[src/rtl/cv32e40p_ft_supervisor.sv]
// Fault-tolerance supervisor for the triplicated CV32E40P: counts voter events,
// tracks replica health, raises a sticky alert and exposes a small register window.
module cv32e40p_ft_supervisor #(
  parameter int CNT_W           = 16,
  parameter int ALERT_THRESHOLD = 8
) (
  input  logic        clk,
  input  logic        rst,
  input  logic        err_detected_i,
  input  logic        err_corrected_i,
  input  logic [2:0]  is_broken_i,
  output logic [2:0]  set_broken_o,
  input  logic        req_i,
  input  logic        we_i,
  input  logic [1:0]  addr_i,
  input  logic [31:0] wdata_i,
  output logic        gnt_o,
  output logic        rvalid_o,
  output logic [31:0] rdata_o,
  output logic        alert_o
);

  typedef enum logic [1:0] {
    HEALTHY  = 2'd0,
    DEGRADED = 2'd1,
    FAILED   = 2'd2
  } health_e;

  localparam logic [1:0]       ADDR_STATUS = 2'd0;
  localparam logic [1:0]       ADDR_COUNT  = 2'd1;
  localparam logic [1:0]       ADDR_FORCE  = 2'd2;
  localparam logic [1:0]       ADDR_THRESH = 2'd3;
  localparam logic [CNT_W-1:0] CNT_MAX     = '1;

  health_e           state_q, state_d;
  logic [CNT_W-1:0]  det_cnt_q, det_cnt_d;
  logic [CNT_W-1:0]  corr_cnt_q, corr_cnt_d;
  logic [2:0]        force_q, force_d;
  logic [15:0]       thresh_q, thresh_d;
  logic              alert_q, alert_d;
  logic              rvalid_q, rvalid_d;
  logic [31:0]       rdata_q, rdata_d;

  logic        wr_en;
  logic        rd_en;
  logic [1:0]  broken_cnt;
  logic [15:0] det_ext;
  logic [15:0] corr_ext;
  logic        alert_set;
  logic        alert_clr;
  logic        unused_wdata;

  assign gnt_o        = req_i;
  assign rvalid_o     = rvalid_q;
  assign rdata_o      = rdata_q;
  assign alert_o      = alert_q;
  assign set_broken_o = force_q;

  assign wr_en        = req_i & we_i;
  assign rd_en        = req_i & ~we_i;
  assign broken_cnt   = {1'b0, is_broken_i[0]} + {1'b0, is_broken_i[1]} + {1'b0, is_broken_i[2]};
  assign det_ext      = 16'(det_cnt_q);
  assign corr_ext     = 16'(corr_cnt_q);
  assign unused_wdata = ^{wdata_i[31:16], wdata_i[4:3]};

  always_comb begin
    state_d = state_q;
    case (state_q)
      HEALTHY: begin
        if (broken_cnt >= 2'd2)      state_d = FAILED;
        else if (broken_cnt == 2'd1) state_d = DEGRADED;
      end
      DEGRADED: begin
        if (broken_cnt >= 2'd2)      state_d = FAILED;
        else if (broken_cnt == 2'd0) state_d = HEALTHY;
      end
      FAILED:  state_d = FAILED;
      default: state_d = FAILED;
    endcase
  end

  // A counter clear wins over an error event arriving in the same cycle.
  always_comb begin
    det_cnt_d  = det_cnt_q;
    corr_cnt_d = corr_cnt_q;
    if (wr_en && addr_i == ADDR_COUNT) begin
      det_cnt_d  = '0;
      corr_cnt_d = '0;
    end else if (err_detected_i) begin
      if (det_cnt_q != CNT_MAX) det_cnt_d = det_cnt_q + 1'b1;
      if (err_corrected_i && corr_cnt_q != CNT_MAX) corr_cnt_d = corr_cnt_q + 1'b1;
    end
  end

  always_comb begin
    force_d  = force_q;
    thresh_d = thresh_q;
    if (wr_en && addr_i == ADDR_FORCE)  force_d  = wdata_i[2:0];
    if (wr_en && addr_i == ADDR_THRESH) thresh_d = wdata_i[15:0];
  end

  // Any set source overrides a software clear in the same cycle.
  always_comb begin
    alert_set = (err_detected_i & ~err_corrected_i)
              | (state_d == FAILED && state_q != FAILED)
              | (thresh_q != 16'd0 && det_ext == thresh_q);
    alert_clr = wr_en && addr_i == ADDR_STATUS && wdata_i[5];
    alert_d   = alert_set | (alert_q & ~alert_clr);
  end

  always_comb begin
    rvalid_d = req_i;
    rdata_d  = 32'd0;
    if (rd_en) begin
      case (addr_i)
        ADDR_STATUS: rdata_d = {26'd0, alert_q, is_broken_i, state_q};
        ADDR_COUNT:  rdata_d = {corr_ext, det_ext};
        ADDR_FORCE:  rdata_d = {29'd0, force_q};
        ADDR_THRESH: rdata_d = {16'd0, thresh_q};
        default:     rdata_d = 32'd0;
      endcase
    end
  end

  always_ff @(posedge clk or posedge rst) begin
    if (rst) begin
      state_q    <= HEALTHY;
      det_cnt_q  <= '0;
      corr_cnt_q <= '0;
      force_q    <= 3'd0;
      thresh_q   <= 16'(ALERT_THRESHOLD);
      alert_q    <= 1'b0;
      rvalid_q   <= 1'b0;
      rdata_q    <= 32'd0;
    end else begin
      state_q    <= state_d;
      det_cnt_q  <= det_cnt_d;
      corr_cnt_q <= corr_cnt_d;
      force_q    <= force_d;
      thresh_q   <= thresh_d;
      alert_q    <= alert_d;
      rvalid_q   <= rvalid_d;
      rdata_q    <= rdata_d;
    end
  end

endmodule

[config.mk]
export PLATFORM = sky130hd
export DESIGN_NAME = cv32e40p_ft_supervisor
export DESIGN_NICKNAME = d
export VERILOG_FILES = /design/src/rtl/cv32e40p_ft_supervisor.sv
export SDC_FILE = /design/constraint.sdc
export NUM_CORES = 1
export LEC_CHECK = 0
export ABC_CLOCK_PERIOD_IN_PS = 3300
export BUFFER_PORTS_ARGS = -buffer_cell sky130_fd_sc_hd__buf_2
export CAP_MARGIN = 20
export CORE_ASPECT_RATIO = 1.5
export CORE_MARGIN = 2
export CORE_UTILIZATION = 45
export CTS_BUF_LIST = sky130_fd_sc_hd__clkbuf_16
export CTS_CLUSTER_DIAMETER = 40
export DETAILED_ROUTE_END_ITERATION = 7
export HOLD_SLACK_MARGIN = 0.02
export PLACE_DENSITY = 0.73
export SLEW_MARGIN = 20
export SYNTH_ARGS = -nofsm -noshare
export SYNTH_HDL_FRONTEND = slang
export SYNTH_SLANG_ARGS = --single-unit
export TNS_END_PERCENT = 20
[constraint.sdc]
create_clock -name clk -period 3.3 [get_ports clk]
set_clock_uncertainty 0.15 [all_clocks]
set_input_delay 0.165 -clock clk [delete_from_list [all_inputs] [get_ports clk]]
set_output_delay 0.165 -clock clk [all_outputs]
set_load 0.01 [all_outputs]
==> results of run 1 <==
==> kinds of logic (layout without fill, tap and decap cells) <==
logic type / count (synthesis) / count (layout)
simple gates: 146 / 146
flops: 87 / 87
compound gates: 62 / 62
mux: 39 / 39
buf+inv: 34 / 110
xor+xnor: 16 / 16
fa+ha+maj: 3 / 3
==> per-stage QoR <==
stage	cells	utilization [%]	hold slack [ns]	worst slack (ns)
after floorplan	387	-	0.0464	0.736
after global placement	544	50.1	0.179	1.10
after detailed placement	544	50.1	0.203	1.06
after CTS	575	54.8	0.0575	1.04
after global routing	575	54.8	0.0982	0.857
final	575	54.8	0.0775	1.03
==> worst max-delay path, stage by stage (launching register included) <==
cell,delay [ns]
sky130_fd_sc_hd__dfrtp_1,0.47
sky130_fd_sc_hd__ha_1,0.25
sky130_fd_sc_hd__nand3_1,0.35
sky130_fd_sc_hd__nor4b_1,0.40
sky130_fd_sc_hd__buf_4,0.22
sky130_fd_sc_hd__nor2_1,0.07
sky130_fd_sc_hd__a311oi_1,0.26
==> cell usage after synthesis (2+ instances only) <==
cell type	n	area share (%)
sky130_fd_sc_hd__nor2b_1	4	0.60
sky130_fd_sc_hd__or4_1	14	2.5
sky130_fd_sc_hd__a31oi_1	4	0.60
sky130_fd_sc_hd__and2_1	14	2.1
sky130_fd_sc_hd__or3_1	5	0.75
sky130_fd_sc_hd__or2_2	2	0.30
sky130_fd_sc_hd__ha_1	2	0.60
sky130_fd_sc_hd__nand2b_1	6	0.90
sky130_fd_sc_hd__o21a_1	2	0.36
sky130_fd_sc_hd__xor2_1	16	3.4
sky130_fd_sc_hd__nand3_1	14	1.7
sky130_fd_sc_hd__nand3b_1	2	0.36
sky130_fd_sc_hd__mux2_2	19	5.1
sky130_fd_sc_hd__dfrtp_1	86	51
sky130_fd_sc_hd__o311ai_0	3	0.63
sky130_fd_sc_hd__nand4_1	7	1.0
sky130_fd_sc_hd__clkbuf_1	15	1.3
sky130_fd_sc_hd__buf_1	4	0.36
sky130_fd_sc_hd__nor3_1	8	0.96
sky130_fd_sc_hd__nor2_1	25	2.2
sky130_fd_sc_hd__a21oi_1	23	2.8
sky130_fd_sc_hd__or4b_2	2	0.48
sky130_fd_sc_hd__o31ai_1	14	2.5
sky130_fd_sc_hd__nor4_1	12	1.8
sky130_fd_sc_hd__buf_2	4	0.48
sky130_fd_sc_hd__and3_1	3	0.45
sky130_fd_sc_hd__mux2i_1	17	4.1
sky130_fd_sc_hd__o21ai_0	7	0.84
sky130_fd_sc_hd__and4_1	4	0.84
sky130_fd_sc_hd__nand2_1	19	1.7
sky130_fd_sc_hd__mux4_2	3	1.6
sky130_fd_sc_hd__a311oi_1	2	0.42
sky130_fd_sc_hd__inv_1	10	0.90
sky130_fd_sc_hd__o41ai_1	3	0.63
==> power breakdown <==
part / internal [mW] / switching (mW) / total [mW]
logic: 0.194 / 0.179 / 0.373
clock network: 0.496 / 0.400 / 0.896
registers: 1.18 / 0.144 / 1.32
total: 1.87 / 0.723 / 2.59
==> cell type report <==
| class | instances | area share [%] |
|---|---|---|
| sequential | 87 | 43.5 |
| multi-input combinational | 266 | 37.2 |
| timing repair buffer | 87 | 10.7 |
| clock buffer | 9 | 4.50 |
| tap | 112 | 2.80 |
| inverter | 10 | 0.774 |
| clock inverter | 4 | 0.500 |
==> per-layer routing <==
layer | vias up | wire (um) | track usage (%)
li1 | 1557 | - | -
met1 | 1605 | 3570 | 24.4
met2 | 90 | 4860 | 33.2
met3 | 21 | 391 | 4.67
met4 | 0 | 309 | 9.12
met5 | - | 0 | 0
==> worst max path at each step <==
stage / start / endpoint / slack, ns / depth (start not counted)
2_1_floorplan: rst / alert_o / 0.74 / 1
3_3_place_gp: det_cnt_q[0] / det_cnt_q[2] / 1.10 / 6
3_5_place_dp: det_cnt_q[0] / det_cnt_q[2] / 1.06 / 6
4_1_cts: det_cnt_q[0] / det_cnt_q[2] / 1.04 / 6
5_1_grt: det_cnt_q[0] / det_cnt_q[2] / 0.86 / 6
6_report: det_cnt_q[0] / det_cnt_q[2] / 1.03 / 6
==> flip-flops by register name, summed over array words and instances (netlist names) <==
name,count
alert_o,1
corr_cnt_q,16
det_cnt_q,16
rdata_o,32
rvalid_o,1
set_broken_o,3
state_q,2
thresh_q,16
==> repair_timing <==
action                                 4_1_cts  5_1_grt
endpoints found under the hold margin       64        0
hold buffers                                18        0
buffers inserted                             0        0
==> metrics.md, run 1 <==
| Metric | Value |
|---|---|
| Status | finished, final reports clean |
| Global-route wire length before repair | 15.3 mm |
| Slew of the pin with the lowest slew margin | 1.01 ns |
| Syn Nets | 433 |
| Setup TNS | 0 ns |
| Clock-pin slew reported for the worst setup and hold paths after clock tree synthesis | 0.06 ns |
| Final Cycle Share | 68.7% |
| Count of final hold-check violations | 0 |
| Unrepaired setup endpoints after global routing | no |
| Pin count of the biggest net entering global routing | 47 |
| Count of instances resized after the clock tree is built | 0 |
| Finished Cell Area | 0.00501 mm2 |
| Routed wire length | 9.13 mm |
| Kind of end point of the critical path | flop |
| Number of flip-flops and latches in the synthesized netlist | 87 |
| Terminating pin of the worst hold path | det_cnt_q[1] |
| Proportion of synthesized flip-flops having asynchronous set or reset | 100% |
| Worst supply voltage drop on vdd | 311 uV |
| Worst r2r dst | det_cnt_q[2] |
| Vias in the first global route | 3170 |
| Leakage power of the design | 2.32 nW |
| Number of detailed-route iterations in the first pass | 4 |
| Netlist area before placement | 0.00418 mm2 |
| Placed wire-length estimate | 6.34 mm |
| Max Clock Freq | 441 MHz |
| Gate count after technology mapping | 387 |
| Crit Path Class | reg2reg |
| Number of antenna violations at the first check in global routing | 0 |
| Area occupied by multi-input gates | 0.00186 mm2 |
| Global-route usage over all layers | 20.0% |
| Hold Path Origin | err_detected_i |
| Depth of the worst register-to-register path | 6 |
| Deepest clock path buffer count | 2 |
| Total power divided by cell area | 517 mW/mm2 |
| Most frequent cells in the layout | 86 x sky130_fd_sc_hd__dfrtp_1, 64 x sky130_fd_sc_hd__buf_2, 25 x sky130_fd_sc_hd__nor2_1, 23 x sky130_fd_sc_hd__a21oi_1 |
| Critical-path maximum fanout | 13 |
| Max-cap violations | 0 |
| Post-synthesis xor/xnor area fraction | 3.35% |
| Floorplan Core Area | 0.00915 mm2 |
| Level count of the clock H-tree | 3 |
| Library cells used by synthesis | 46 |
| Fraction of synthesized area in multiplexers | 10.8% |
| Area added between synthesis and finish | 19.9% |
| TritonCTS clock tree | yes |
| Sequential Area | 0.00218 mm2 |
| Number of nets still failing antenna checks after routing | 0 |
| Ant diodes | 0 |
| Minimum clock period after layout | 2.27 ns |
| R2R setup slack | 1.03 ns |
| Total number of vias | 3273 |
| Worst slew slack as a fraction of its limit | 32.7% |
| Post-layout total power | 2.59 mW |
| Standard cell area after detailed placement | 0.00458 mm2 |
| Top_reg_cell synth | sky130_fd_sc_hd__dfrtp_1 |
| DRC violations left | 0 |
| Nets | 507 |
| Source-to-sink clock delay at the later pin of the worst-skew pair | 0.34 ns |
| First-iteration detailed-routing DRC count | 169 |
| Standard-cell rows | 43 |
| Pins over their slew limit | 0 |
| Total of warnings raised by yosys | 0 |
| Share of post-route cells with drive strength above 1 | 24.0% |
| Die Area | 0.0101 mm2 |
| I/O pin count | 81 |
| Grt total ovfl | 0 |
| Hold Path Depth | 3 |
| Finish-stage setup viols | 0 |
| Clock tree sinks | 87 |
| Critical Path RT | 3.38 ns |
| Die boundary width | 82.7 um |
| Vias per Instance | 5.69 |
| Detail-routed net length per standard cell | 15.9 um |
| RePlAce Congestion | 0.863 |
| Starting Density | 45.7% |
| Beginning of the worst register-to-register path | det_cnt_q[0] |
| Share of synthesized area occupied by flip-flops and latches | 52.1% |
| Most common cell after layout, fill and taps aside | sky130_fd_sc_hd__dfrtp_1 |
| Overall die height | 122 um |
| Post-synthesis share of cell area spent on full adders, half adders and majority gates | 1.08% |
| Data arrival time of the worst path | 2.35 ns |
| Final-layout fill cell count | 805 |
| Largest family of logic cells by synthesized area | simple AND/OR/NAND/NOR gates |
| Number of enable flip-flop cells after synthesis | 0 |
| Number of buffer cells added on primary ports | 64 |
| Complex-gate fraction of the synthesized area | 9.55% |
| Basic-gate share of the synthesized area counting and, or, nand and nor cells | 19.8% |
| CP startpoint kind | flop |
| Mean cell area of the mapped netlist | 10.8 um2 |
| Root buf cell | sky130_fd_sc_hd__clkbuf_16 |
| Class of the most critical hold timing path | in2reg |
| Num CTS Buffers | 9 |
Power figures use the tool's default switching activity.
==> inputs of run 2 (changes only) <==
--- a/config.mk
+++ b/config.mk
@@ -5,7 +5,7 @@
 export SDC_FILE = /design/constraint.sdc
 export NUM_CORES = 1
 export LEC_CHECK = 0
-export ABC_CLOCK_PERIOD_IN_PS = 3300
+export ABC_CLOCK_PERIOD_IN_PS = 2020
 export BUFFER_PORTS_ARGS = -buffer_cell sky130_fd_sc_hd__buf_2
 export CAP_MARGIN = 20
 export CORE_ASPECT_RATIO = 1.5
@@ -15,7 +15,7 @@
 export CTS_CLUSTER_DIAMETER = 40
 export DETAILED_ROUTE_END_ITERATION = 7
 export HOLD_SLACK_MARGIN = 0.02
-export PLACE_DENSITY = 0.73
+export PLACE_DENSITY = 0.76
 export SLEW_MARGIN = 20
 export SYNTH_ARGS = -nofsm -noshare
 export SYNTH_HDL_FRONTEND = slang
==> constraint.sdc (replaced) <==
create_clock -name clk -period 2.02 [get_ports clk]
set_clock_uncertainty 0.15 [all_clocks]
set_input_delay 0.101 -clock clk [delete_from_list [all_inputs] [get_ports clk]]
set_output_delay 0.101 -clock clk [all_outputs]
set_load 0.01 [all_outputs]
==> metrics.md, run 2 (same netlist as run 1, synthesis figures left out) <==
| Metric | Value |
|---|---|
| Crit-path leading delay family | simple AND/OR/NAND/NOR gates |
| Relative contribution of the clock network to total power | 36.0% (+1.4 points) |
| Clock tree sinks | 87 (unchanged) |
| Data arrival time of the worst path | 2.12 ns (-0.23 ns) |
| Busiest grt layer | met2 |
| Slew of the pin with the lowest slew margin | 0.684 ns (-0.324 ns) |
| First-iteration detailed-routing DRC count | 157 (-7.1%) |
| P_int | 3.32 mW (+78%) |
| Grt total ovfl | 0 (unchanged) |
| Deepest clock path buffer count | 2 (unchanged) |
| Status | finished, final reports clean |
| Critical path cell sequence | nand3_1, or4_4, or4_1, a21oi_1 |
| Leakage power of the design | 2.55 nW (+10%) |
| Pins over their slew limit | 0 (unchanged) |
| Starting Density | 45.7% (unchanged) |
| Class of the most critical hold timing path | in2reg |
| Setup TNS | 0 ns (unchanged) |
| Routed wire length | 9.96 mm (+9.1%) |
| Minimum clock period after layout | 2.00 ns (-0.269 ns) |
| Num CTS Buffers | 9 (unchanged) |
| Total power divided by cell area | 841 mW/mm2 (+63%) |
| Finish-stage setup viols | 0 (unchanged) |
| Slowest cell delay on critical path | 0.57 ns (+0.10 ns) |
| Number of detailed-route iterations in the first pass | 7 (+3) |
| Met1 track utilization from global routing | 24.1% (-0.30 points) |
| Pin count of the biggest net entering global routing | 37 (-21%) |
| Die Area | 0.0101 mm2 (unchanged) |
| Critical-path maximum fanout | 8 (-5) |
| RePlAce Congestion | 0.862 (-0.14%) |
| Fraction of power consumed by combinational cells | 18.1% (+3.7 points) |
| CP startpoint kind | flop |
| Number of buffer cells added on primary ports | 64 (unchanged) |
| Kind of end point of the critical path | flop |
| Floorplan Core Area | 0.00915 mm2 (unchanged) |
| Global-route usage over all layers | 20.6% (+0.58 points) |
| Number of antenna violations at the first check in global routing | 0 (unchanged) |
| Most frequent cells in the layout | 86 x sky130_fd_sc_hd__dfrtp_1, 64 x sky130_fd_sc_hd__buf_2, 42 x sky130_fd_sc_hd__buf_4, 25 x sky130_fd_sc_hd__nor2_1, 22 x sky130_fd_sc_hd__a21oi_1 |
| TritonCTS clock tree | yes |
| Final cell utilization of the core | 59.5% (+4.7 points) |
| I/O pin count | 81 (unchanged) |
| Max reg flops | 32 (unchanged) |
| Final-layout fill cell count | 740 (-8.1%) |
| Net switching share of the total power | 27.6% (-0.37 points) |
| Worst path slowest cell | sky130_fd_sc_hd__or4_4 |
| Switching power | 1.26 mW (+74%) |
| Finished Cell Area | 0.00544 mm2 (+8.6%) |
| Global-route met2 utilization | 35.5% (+2.3 points) |
| Unrepaired setup endpoints after global routing | yes |
| Worst slew slack as a fraction of its limit | 54.2% (+22 points) |
| Die boundary width | 82.7 um (unchanged) |
| Part of the total power dissipated in sequential elements | 45.8% (-5.2 points) |
| Max-cap violations | 0 (unchanged) |
| Final Cycle Share | 98.9% (+30 points) |
| Number of nets still failing antenna checks after routing | 0 (unchanged) |
| Source-to-sink clock delay at the later pin of the worst-skew pair | 0.34 ns (about the same) |
| Vias per Instance | 5.71 (+0.25%) |
| Cell total after placement | 580 (+6.6%) |
| Root buf cell | sky130_fd_sc_hd__clkbuf_16 |
| Level count of the clock H-tree | 3 (unchanged) |
| Ant diodes | 0 (unchanged) |
| Standard-cell rows | 43 (unchanged) |
| Area added between synthesis and finish | 30.2% |
| DRC violations left | 0 (unchanged) |
| Standard cell area after detailed placement | 0.00486 mm2 (+6.2%) |
| Placed wire-length estimate | 7.00 mm (+11%) |
| Global-route wire length before repair | 16.0 mm (+4.5%) |
| Share of post-route cells with drive strength above 1 | 31.9% (+7.9 points) |
| Number of buffer and inverter stages on the critical path | 0 (-1) |
| Met3 capacity usage during global routing | 4.15% (-0.52 points) |
| Nets | 549 (+8.3%) |
| Max Clock Freq | 500 MHz (+13%) |
| Total number of vias | 3538 (+8.1%) |
| Count of final hold-check violations | 0 (unchanged) |
| Hold Path Depth | 4 (+1) |
| Worst supply voltage drop on vdd | 700 uV (+120%) |
| Detail-routed net length per standard cell | 16.1 um (+1.2%) |
| Critical Path RT | 2.14 ns (-1.24 ns) |
| Vias in the first global route | 3516 (+11%) |
| Number of non-filler instances in the completed layout | 620 (+7.8%) |
| Most common cell after layout, fill and taps aside | sky130_fd_sc_hd__dfrtp_1 |
| Clock-pin slew reported for the worst setup and hold paths after clock tree synthesis | 0.07 ns (about the same) |
| CP Depth | 4 (-2) |
| Overall die height | 122 um (unchanged) |
| Depth of the worst register-to-register path | 4 (-2) |
| Crit Path Class | reg2reg |
-- run 2: layer usage --
layer | vias up | wire, um | share of wire [%]
li1 | 1657 | - | -
met1 | 1725 | 3880 | 39
met2 | 134 | 5270 | 53
met3 | 22 | 514 | 5.2
met4 | 0 | 289 | 2.9
met5 | - | 0 | 0
-- run 2: worst paths after layout --
check	endpoint	slack [ns]	start
worst max-delay path	corr_cnt_q[13]	0.02	corr_cnt_q[1]
worst min-delay path	alert_o	0.04	addr_i[0]
worst max register to register	corr_cnt_q[13]	0.02	corr_cnt_q[1]
worst min register to register	set_broken_o[1]	0.39	set_broken_o[1]
max in group asynchronous	thresh_q[3]	0.82	rst
min in group asynchronous	corr_cnt_q[1]	0.25	rst
-- run 2: per-stage QoR --
| step | total power [mW] | setup WS [ns] | hold WS, ns |
|---|---|---|---|
| 2_1_floorplan | 2.56 | 0.0710 | -0.0176 |
| 3_3_place_gp | 2.84 | 0.0194 | 0.0696 |
| 3_5_place_dp | 2.88 | -0.0422 | 0.0806 |
| 4_1_cts | 4.57 | -0.0204 | 0.0279 |
| 5_1_grt | 4.78 | -0.0383 | 0.0632 |
| 6_report | 4.58 | 0.0214 | 0.0374 |
-- run 2: worst reg2reg max path: cells and delay by family, from the launching register on --
kind	cells	cell delay, ns
AND/OR/NAND/NOR	3	1.23
AO/OA/AOI/OAI	1	0.16
flip-flops	1	0.39
-- run 2: cell type report --
| type | instances | area [um2] | area share [%] |
|---|---|---|---|
| clock inverter | 7 | 71.3 | 1.31 |
| inverter | 10 | 41.3 | 0.759 |
| clock buffer | 9 | 225 | 4.14 |
| sequential | 87 | 2180 | 40.0 |
| timing repair buffer | 129 | 877 | 16.1 |
| tap | 112 | 140 | 2.58 |
| multi-input combinational | 266 | 1910 | 35.1 |
-- run 2: power groups by stage --
| stage | Sequential (mW) | Clock, mW | Combinational [mW] |
|---|---|---|---|
| 2_1_floorplan | 2.11 | 0 | 0.454 |
| 5_1_grt | 2.12 | 1.75 | 0.915 |
| 3_3_place_gp | 2.11 | 0 | 0.724 |
| 6_report | 2.10 | 1.65 | 0.830 |
| 3_5_place_dp | 2.13 | 0 | 0.750 |
| 4_1_cts | 2.10 | 1.68 | 0.791 |
-- run 2: repair_timing --
action,CTS,global route
setup buffers,0,3
resized for setup,2,10
hold buffers,21,0
pin swaps,0,8
gates cloned,0,0
endpoints found under the setup margin,4,16
hold endpoints to repair,50,0
